==> src/rtl/shift_iter_if.sv <==
// Request/response bundle between decode, the iterative shift unit and writeback.
interface shift_iter_if #(
  parameter int WIDTH = 32,
  parameter int SHW   = 5
);
  logic             start;
  logic [1:0]       op;
  logic [WIDTH-1:0] data_in;
  logic [SHW-1:0]   shamt;
  logic             busy;
  logic             done;
  logic [WIDTH-1:0] result;

  modport master (
    output start, op, data_in, shamt,
    input  busy, done, result
  );

  modport slave (
    input  start, op, data_in, shamt,
    output busy, done, result
  );
endinterface

==> src/rtl/shift_iter_unit.sv <==
// Iterative shifter: one bit position per cycle, registered result plus a
// single-cycle done pulse. Supports SLL, SRL, SRA and rotate-right.
module shift_iter_unit #(
  parameter int WIDTH = 32,
  parameter int SHW   = 5
) (
  input  logic         clk,
  input  logic         reset,
  shift_iter_if.slave  sif
);

  typedef enum logic [1:0] {IDLE, SHIFT, DONE} state_t;

  state_t           state, state_n;
  logic [WIDTH-1:0] work, work_n;
  logic [WIDTH-1:0] res, res_n;
  logic [SHW-1:0]   cnt, cnt_n;
  logic [1:0]       opr, opr_n;
  logic [WIDTH-1:0] step;

  function automatic logic [WIDTH-1:0] shift_step(input logic [1:0] o,
                                                  input logic [WIDTH-1:0] w);
    case (o)
      2'b00:   return {w[WIDTH-2:0], 1'b0};
      2'b01:   return {1'b0, w[WIDTH-1:1]};
      2'b10:   return {w[WIDTH-1], w[WIDTH-1:1]};
      default: return {w[0], w[WIDTH-1:1]};
    endcase
  endfunction

  assign step = shift_step(opr, work);

  always_comb begin
    state_n = state;
    work_n  = work;
    cnt_n   = cnt;
    opr_n   = opr;
    res_n   = res;
    case (state)
      SHIFT: begin
        work_n = step;
        cnt_n  = cnt - SHW'(1);
        if (cnt == SHW'(1)) begin
          state_n = DONE;
          res_n   = step;
        end
      end
      default: begin
        // IDLE and DONE both accept a new request, giving zero-bubble issue.
        state_n = IDLE;
        if (sif.start) begin
          work_n = sif.data_in;
          opr_n  = sif.op;
          cnt_n  = sif.shamt;
          if (sif.shamt == '0) begin
            state_n = DONE;
            res_n   = sif.data_in;
          end else begin
            state_n = SHIFT;
          end
        end
      end
    endcase
  end

  always_ff @(posedge clk) begin
    if (!reset) begin
      state <= IDLE;
      work  <= '0;
      cnt   <= '0;
      opr   <= '0;
      res   <= '0;
    end else begin
      state <= state_n;
      work  <= work_n;
      cnt   <= cnt_n;
      opr   <= opr_n;
      res   <= res_n;
    end
  end

  assign sif.busy   = (state == SHIFT);
  assign sif.done   = (state == DONE);
  assign sif.result = res;

endmodule
==> src/flat_wrapper.sv <==
// flat-port wrapper written by rule: the top's interface ports become plain ports
module shift_iter_unit_flat 
#(
  parameter int WIDTH = 32,
  parameter int SHW   = 5
)
  (clk, reset, sif_start, sif_op, sif_data_in, sif_shamt, sif_busy, sif_done, sif_result);
  shift_iter_if #(.WIDTH(WIDTH), .SHW(SHW)) sif_i ();
  input  logic clk;
  input  logic reset;
  input wire logic [$bits(sif_i.start)-1:0] sif_start;
  input wire logic [$bits(sif_i.op)-1:0] sif_op;
  input wire logic [$bits(sif_i.data_in)-1:0] sif_data_in;
  input wire logic [$bits(sif_i.shamt)-1:0] sif_shamt;
  output wire logic [$bits(sif_i.busy)-1:0] sif_busy;
  output wire logic [$bits(sif_i.done)-1:0] sif_done;
  output wire logic [$bits(sif_i.result)-1:0] sif_result;
  assign sif_i.start = sif_start;
  assign sif_i.op = sif_op;
  assign sif_i.data_in = sif_data_in;
  assign sif_i.shamt = sif_shamt;
  assign sif_busy = sif_i.busy;
  assign sif_done = sif_i.done;
  assign sif_result = sif_i.result;
  shift_iter_unit #(.WIDTH(WIDTH), .SHW(SHW)) u_core (.clk(clk), .reset(reset), .sif(sif_i));
endmodule
==> config.mk <==
export PLATFORM = sky130hd
export DESIGN_NAME = shift_iter_unit_flat
export DESIGN_NICKNAME = d
export VERILOG_FILES = /design/src/rtl/shift_iter_if.sv /design/src/rtl/shift_iter_unit.sv /design/src/flat_wrapper.sv
export SDC_FILE = /design/constraint.sdc
export NUM_CORES = 1
export LEC_CHECK = 0
export ABC_CLOCK_PERIOD_IN_PS = 4800
export BUFFER_PORTS_ARGS = -buffer_cell sky130_fd_sc_hd__buf_2
export CAP_MARGIN = 20
export CORE_UTILIZATION = 58
export CTS_CLUSTER_SIZE = 16
export DETAILED_ROUTE_END_ITERATION = 10
export GPL_TIMING_DRIVEN = 1
export MAX_ROUTING_LAYER = met4
export PLACE_DENSITY = 0.88
export SYNTH_ARGS = -nofsm -noshare
export SYNTH_HDL_FRONTEND = slang
export SYNTH_SLANG_ARGS = --single-unit
==> constraint.sdc <==
create_clock -name clk -period 4.8 [get_ports clk]
set_clock_uncertainty 0.1 [all_clocks]
set_input_delay 0.96 -clock clk [delete_from_list [all_inputs] [get_ports clk]]
set_output_delay 0.96 -clock clk [all_outputs]
set_load 0.02 [all_outputs]
# After elaboration in Yosys (flattened, before gate mapping)
# Cells that the tools add are included.
# op_classes
n_bitwise	1
n_div	0
n_eq_ne	6
mux	13
reduce_logical	6
order_cmp	0
shifts	0
addsub	1
n_mul	0
# ops
cell	count
$mux W32	6
$pmux W32 S3	1
$mux W5	2
$mux W2	4
$eq A5 B1 Y1 const B	1
$logic_not A5 Y1	1
$sub A5 B1 Y5 const B	1
$eq A2 B1 Y1 const B	2
$eq A2 B2 Y1 const B	2
$reduce_bool A2 Y1	2
$reduce_and A3 Y1	1
$logic_not A2 Y1	1
$ne A2 B1 Y1 const B	1
$reduce_and A2 Y1	1
$not A1 Y1	1
# word_totals
latchBits	0
reg_bits	73
ramBits	0
mem_count	0
rom_bits	0
inputBits	42
word_cells	32
output_inout_bits	34

# Longest topological paths before layout
# Gate-level depths: netlist of run 1.
# logic_depth
depth_word	4
mapped_depth	7
ltp_nobuf	6

# Worst setup path before layout of run 1
# OpenSTA, ideal clock, no wires.
# synth_timing
path_type	input-to-reg
from	in sif_shamt[2]
to	reg u_core.res[3] (netlist: u_core.sif.result[3])
setup_slack_ns	2.589
arrival_ns	1.986
setup_time_ns	0.124
stages	5
path_buffers	1
required_time_ns	4.576
cell_sequence	nor4_2 -> nor4b_4 -> nor3_2 -> buf_6 -> o2bb2ai_1
# synth_between
elab_chain_cells	3
# synth_lines
element	line	text
from (decl)	flat_wrapper.sv:14	input wire logic [$bits(sif_i.shamt)-1:0] sif_shamt;
$logic_not A5 Y1	shift_iter_unit.sv:55	if (sif.shamt == '0) begin
$reduce_bool A2 Y1 (no line)	-	
$reduce_and A3 Y1 (no line)	-	
to (signal assigned)	shift_iter_unit.sv:78	res <= res_n;
to (decl)	shift_iter_unit.sv:16	logic [WIDTH-1:0] res, res_n;
# Every way passes these cells.
# A chain may end at the register's enable or synchronous reset.

# Worst setup path after layout of run 1
# layout_timing
from	reg u_core.state[1]
to	out sif_busy
# layout_between
elab_chain_cells	1
# layout_lines
element	line	text
from (decl)	shift_iter_unit.sv:14	state_t state, state_n;
from (signal assigned)	shift_iter_unit.sv:74	state <= state_n;
$eq A2 B1 Y1	shift_iter_unit.sv:82	assign sif.busy = (state == SHIFT);
to (decl)	flat_wrapper.sv:15	output wire logic [$bits(sif_i.busy)-1:0] sif_busy;
# Every way passes these cells.

==> reports/qor.csv, run 1 <==
metric,value,unit
status,finished clean,
synth_nets,428,
port_buffers,75,
detail_route.wl_per_cell,15.4,um
clk_latency,350,ps
io_pins,76,
ctsResizeCount,0,
cp_data_required_time,3740,ps
grt_pass1_vias,2872,
synth_edf_count,0,
placed_cells,505,
design_area,4010,um^2
drcViolationCount,0,
post_cts_buffers,0,
ys_seq_elements,73,
vdd_drop_max,0.227,mV
cts_root_buf,clkbuf_8,
cp-end-kind,primary output,
slew_violations,0,
numClockSinks,73,
cp_top_family,buffers and inverters,
grt_usage,27.5,%
crit_type,reg2out,
max_freq,329,MHz
clk_pin_slew,80,ps
setup_viol,0,
die_h,79.1,um
rsz0062_at_grt,false,
core_area,5610,um^2
timing.final.crit_share,63.3,%
gr-total-overflow,0,
grt_max_degree,72,
crit_path_start_kind,register,
syn_to_final_growth,16.3,%
synth-seq-area-share,42.4,%
wirelength,8030,um
power.total,1.44,mW
cts_hold_buf,0,
die_w,79.1,um
dieArea,6260,um^2
tightestPinTransition,1130,ps
antenna_cells,0,
vias,3088,
final_nets,488,
hold_depth,2,
crit_path_max_fanout,71,
antenna_found_initial,0,
tritoncts,built,
num_rows,27,
clk_path_buf_depth,2,
drtAntennaViolNets,0,
cts_max_level,3,
layout_commonest_cell,buf_2,
cpMaxStageDelayCell,inv_4,
hpwl,5040,um
dr.first_iter.drc_count,290,
placed_area,3810,um^2
pwr_density_cell,358,nW/um^2
synthDistinctLibCells,40,
critPathBufInv,2,
layout-drive-gt1-share,35.9,%
critical_path_arrival,1980,ps
viasPerCell,5.93,
finalCriticalPeriod,3040,ps
worstHoldPathType,reg2reg,
leakage,1.61,nW
synthCells,384,
gp_routability_congestion,0.866,
cts_buffers,9,
max_stage_delay,630,ps
hold_viol,0,
synthesis.area,3450,um^2
reg2reg_depth,6,
cp_cell_sequence,nand2b_2 > inv_4 > buf_2,
holdWs,360,ps
finalSetupTns,0,ps
yosysWarnings,0,
ys.flop_type,dfxtp_1,
drv_cap,0,
final_cell_mix,"75 x buf_2, 73 x dfxtp_1, 70 x nand2_1",
start_util,61.5,%
avgSynthCellArea,8.98,um^2
path_depth,3,
synthArstFlopShare,0,%
nFillCells,438,
fin_cells,521,
drtPass1Iterations,5,
grt_pass1_wl,13000,um
relSlewSlack,24.4,%
-- registers in the layout, indices dropped and copies added (netlist names) --
| name | flops |
|---|---|
| u_core.state | 2 |
| u_core.cnt | 5 |
| u_core.sif.result | 32 |
| u_core.work | 32 |
| u_core.opr | 2 |
-- final timing paths --
path	from	to	slack, ps
setup / recovery	u_core.state[1]	sif_busy	1760
hold / removal	u_core.work[26]	u_core.work[26]	360
setup reg to reg	u_core.state[1]	u_core.sif.result[3]	2320
hold reg to reg	u_core.work[26]	u_core.work[26]	360
-- logic make-up (layout without fill, tap and decap cells) --
group	after synthesis	after routing	share of synthesized area [%]
AOI/OAI and AO/OA	145	145	34.1
DFF	73	73	42.4
and+or+nand+nor	127	127	16.9
buffers and inverters	37	102	5.88
adders and majority gates	2	2	0.726
-- per-layer routing --
| layer | up-vias | track usage, % | part of all wire (%) |
|---|---|---|---|
| met5 | - | - | 0 |
| met4 | 0 | 13.5 | 1.9 |
| met3 | 14 | 6.09 | 6.8 |
| met2 | 150 | 42.6 | 47 |
| met1 | 1432 | 34.0 | 44 |
| li1 | 1492 | - | - |
-- worst register-to-register path, stage by stage, from the launching register on --
cell and delay, ps:
dfxtp_1 310, nand2b_2 380, inv_4 640, nor4b_4 170
nor3_4 190, buf_4 440, o2bb2ai_1 190
-- final cells by class --
cell class | instances | area, um^2 | share of cell area (%)
clock buffers | 11 | 141 | 3.53
multi-input cells | 274 | 1800 | 45.0
well taps | 72 | 90.1 | 2.25
inverters | 6 | 25.0 | 0.624
repair buffers | 80 | 433 | 10.8
clock inverters | 5 | 55.1 | 1.37
flip-flops and latches | 73 | 1460 | 36.4
-- synth_stat cells, drive strengths merged, types with 3 or more instances --
master	count	area, um^2
nand2	70	263
dfxtp	73	1460
nand3	3	15.0
o2bb2ai	30	444
o21ai	66	334
a21oi	6	30.0
buf	14	114
a31o	30	263
clkbuf	17	63.8
o211ai	3	22.5
nor3	3	20.0
inv	6	25.0
nor2	37	155
nand2b	3	21.3
-- metrics by stage --
stage	setup WS [ps]	util [%]
floorplan	2590	-
global placement	2160	67.5
detailed placement	2110	68.0
CTS	1790	71.5
global route	1660	71.5
finish	1760	71.5
-- power breakdown --
| group | total, mW | internal (mW) | switching, mW |
|---|---|---|---|
| registers | 0.689 | 0.651 | 0.0380 |
| logic | 0.264 | 0.105 | 0.159 |
| clock network | 0.483 | 0.253 | 0.231 |
No activity file was read; power rests on OpenSTA's default activity.
==> inputs of run 2 (changes only) <==
--- a/config.mk
+++ b/config.mk
@@ -5,15 +5,16 @@
 export SDC_FILE = /design/constraint.sdc
 export NUM_CORES = 1
 export LEC_CHECK = 0
-export ABC_CLOCK_PERIOD_IN_PS = 4800
+export ABC_AREA = 1
+export ABC_CLOCK_PERIOD_IN_PS = 2940
 export BUFFER_PORTS_ARGS = -buffer_cell sky130_fd_sc_hd__buf_2
 export CAP_MARGIN = 20
-export CORE_UTILIZATION = 58
+export CORE_UTILIZATION = 55
 export CTS_CLUSTER_SIZE = 16
 export DETAILED_ROUTE_END_ITERATION = 10
 export GPL_TIMING_DRIVEN = 1
 export MAX_ROUTING_LAYER = met4
-export PLACE_DENSITY = 0.88
+export PLACE_DENSITY = 0.83
 export SYNTH_ARGS = -nofsm -noshare
 export SYNTH_HDL_FRONTEND = slang
 export SYNTH_SLANG_ARGS = --single-unit
==> constraint.sdc (replaced) <==
create_clock -name clk -period 2.94 [get_ports clk]
set_clock_uncertainty 0.1 [all_clocks]
set_input_delay 0.588 -clock clk [delete_from_list [all_inputs] [get_ports clk]]
set_output_delay 0.588 -clock clk [all_outputs]
set_load 0.02 [all_outputs]
==> run 2 against run 1 <==
  * Sequential share of layout area is 2.1 points lower
  * Final cell count up 36%
  * Die area increased by 14%
  * The run now ends with design-rule violations left
  * Total power up 68%
  * Global-route usage decreased by 1.8 points
==> reports/qor.csv, run 2 <==
metric,value,unit
fin_cells,707,
cts_max_level,3,
clk_latency,350,ps
synth_edf_count,0,
synth.top_cell.area_share,39.0,%
cts_root_buf,clkbuf_8,
gr-total-overflow,0,
core_area,6460,um^2
io_pins,76,
cp_data_required_time,3140,ps
crit_path_max_fanout,37,
num_rows,29,
die_w,84.5,um
final_cell_mix,"116 x nand2_1, 100 x nor2_1, 76 x inv_1",
port_buffers,75,
pwr_density_cell,568,nW/um^2
synthDistinctLibCells,28,
critical_path_arrival,2440,ps
syn_to_final_growth,13.7,%
synth_area_leader_cell,dfxtp_1,
gp_routability_congestion,0.897,
viasPerCell,5.22,
relSlewSlack,65.2,%
slew_violations,0,
max_freq,446,MHz
drtPass1Iterations,8,
synth-seq-area-share,39.0,%
drcViolationCount,5,
status,"finished, violations left",
violations,design-rule violations,
antenna_found_initial,0,
synthesis.area,3750,um^2
cts_buffers,9,
holdWs,340,ps
synthArstFlopShare,0,%
finalSetupTns,0,ps
avgSynthCellArea,6.65,um^2
ctsResizeCount,0,
antenna_cells,0,
ys_top_cells_by_count,"116 x nand2_1, 101 x nor2_1, 76 x inv_1",
cpMaxStageDelayCell,dfxtp_1,
tightestPinTransition,521,ps
synthCells,563,
dieArea,7150,um^2
cpMostUsedCell,nand2_1,
drv_cap,0,
synth_most_common_cell,nand2_1,
cp_cell_sequence,inv_1 > nand2_4 > nand2_2 > buf_4 > clkinv_1 > buf_4 > nor2_1 > nand2_1 > inv_2 > nand2_1 > nand2_1,
vias,3690,
utilization,65.9,%
synth_nets,607,
cts_hold_buf,0,
finalCriticalPeriod,2240,ps
start_util,58.0,%
layout-drive-gt1-share,18.1,%
crit_type,reg2reg,
final_nets,670,
drtAntennaViolNets,0,
hpwl,5840,um
wirelength,8490,um
die_h,84.5,um
fin_ws,700,ps
post_cts_buffers,0,
nFillCells,606,
worstHoldPathType,in2reg,
yosys-top-cells-area,"dfxtp_1 39%, nand2_1 12%, nor2_1 10%, o21ai_0 8.1%, inv_1 7.6%",
cp-end-kind,register,
hp-start,sif_start,
vdd_drop_max,0.359,mV
clk_pin_slew,70,ps
numClockSinks,73,
grt_pass1_vias,3436,
ys.flop_type,dfxtp_1,
yosysWarnings,0,
r2r_slack,700,ps
leakage,2.36,nW
layout_commonest_cell,nand2_1,
r2r-start,u_core.state[1],
detail_route.wl_per_cell,12.0,um
timing.final.crit_share,76.2,%
crit_path_start_kind,register,
setup_viol,0,
rsz0062_at_grt,false,
grt_max_degree,38,
max_stage_delay,340,ps
hold_viol,0,
clk_path_buf_depth,2,
ys_seq_elements,73,
pre_cts_ws,718,ps
tritoncts,built,
placed_cells,691,
grt_usage,25.7,%
grt_pass1_wl,14300,um
crit_start,u_core.state[1],
dr.first_iter.drc_count,265,
run 2: cell types whose count changed in the layout (fill, tap and decap cells not counted), sizes merged, moves of 10 or more:
cell and change:
inv +72, nor2 +65, nand2 +48, o21ai +32, a31o -30, o21bai +30, o2bb2ai -30, nand3 +10
run 2: final timing paths:
| path | end | cells past startpoint |
|---|---|---|
| hold reg to reg | u_core.sif.result[0] | 2 |
| hold / removal | u_core.cnt[0] | 2 |
| setup / recovery | u_core.sif.result[2] | 11 |
| setup reg to reg | u_core.sif.result[2] | 11 |
run 2: layer usage:
layer  global-route usage [%]  wire length (um)  vias to the layer above
li1                         -                 -                     1873
met4                     11.7                87                        0
met1                     30.2              3610                     1652
met2                     41.8              4090                      152
met5                        -                 0                        -
met3                     6.00               704                       13
run 2: logic make-up (layout without fill, tap and decap cells):
| logic type | count (synthesis) | in the layout | share of synthesized area (%) |
|---|---|---|---|
| AND/OR/NAND/NOR | 235 | 235 | 24.7 |
| XOR/XNOR | 2 | 2 | 0.468 |
| flip-flops | 73 | 73 | 39.0 |
| adder cells (fa/ha/maj) | 2 | 2 | 0.668 |
| AO/OA/AOI/OAI | 139 | 139 | 21.6 |
| buffers and inverters | 112 | 179 | 13.5 |
run 2: area by class of cell:
class,count,area (um^2),area share [%]
inverters,79,297,6.96
flip-flops and latches,73,1460,34.3
clock inverters,3,18.8,0.441
multi-input cells,378,1780,41.8
repair buffers,85,470,11.0
well taps,77,96.3,2.26
clock buffers,12,135,3.17
run 2: report_power, final:
part,switching (mW),internal (mW)
sequential,0.0643,1.09
clock,0.354,0.301
combinational,0.391,0.221
run 2: metrics by stage:
| stage | power [mW] | instance area, um^2 |
|---|---|---|
| after floorplan | 1.63 | 3750 |
| after global placement | 1.76 | 4090 |
| after detailed placement | 1.78 | 4090 |
| after CTS | 2.43 | 4240 |
| after global routing | 2.57 | 4260 |
| final | 2.42 | 4260 |
run 2: worst max-delay path: cells and delay by family (launching register included):
family	cells	cell delay, ps
flops	1	340
simple gates	6	890
buf+inv	5	860
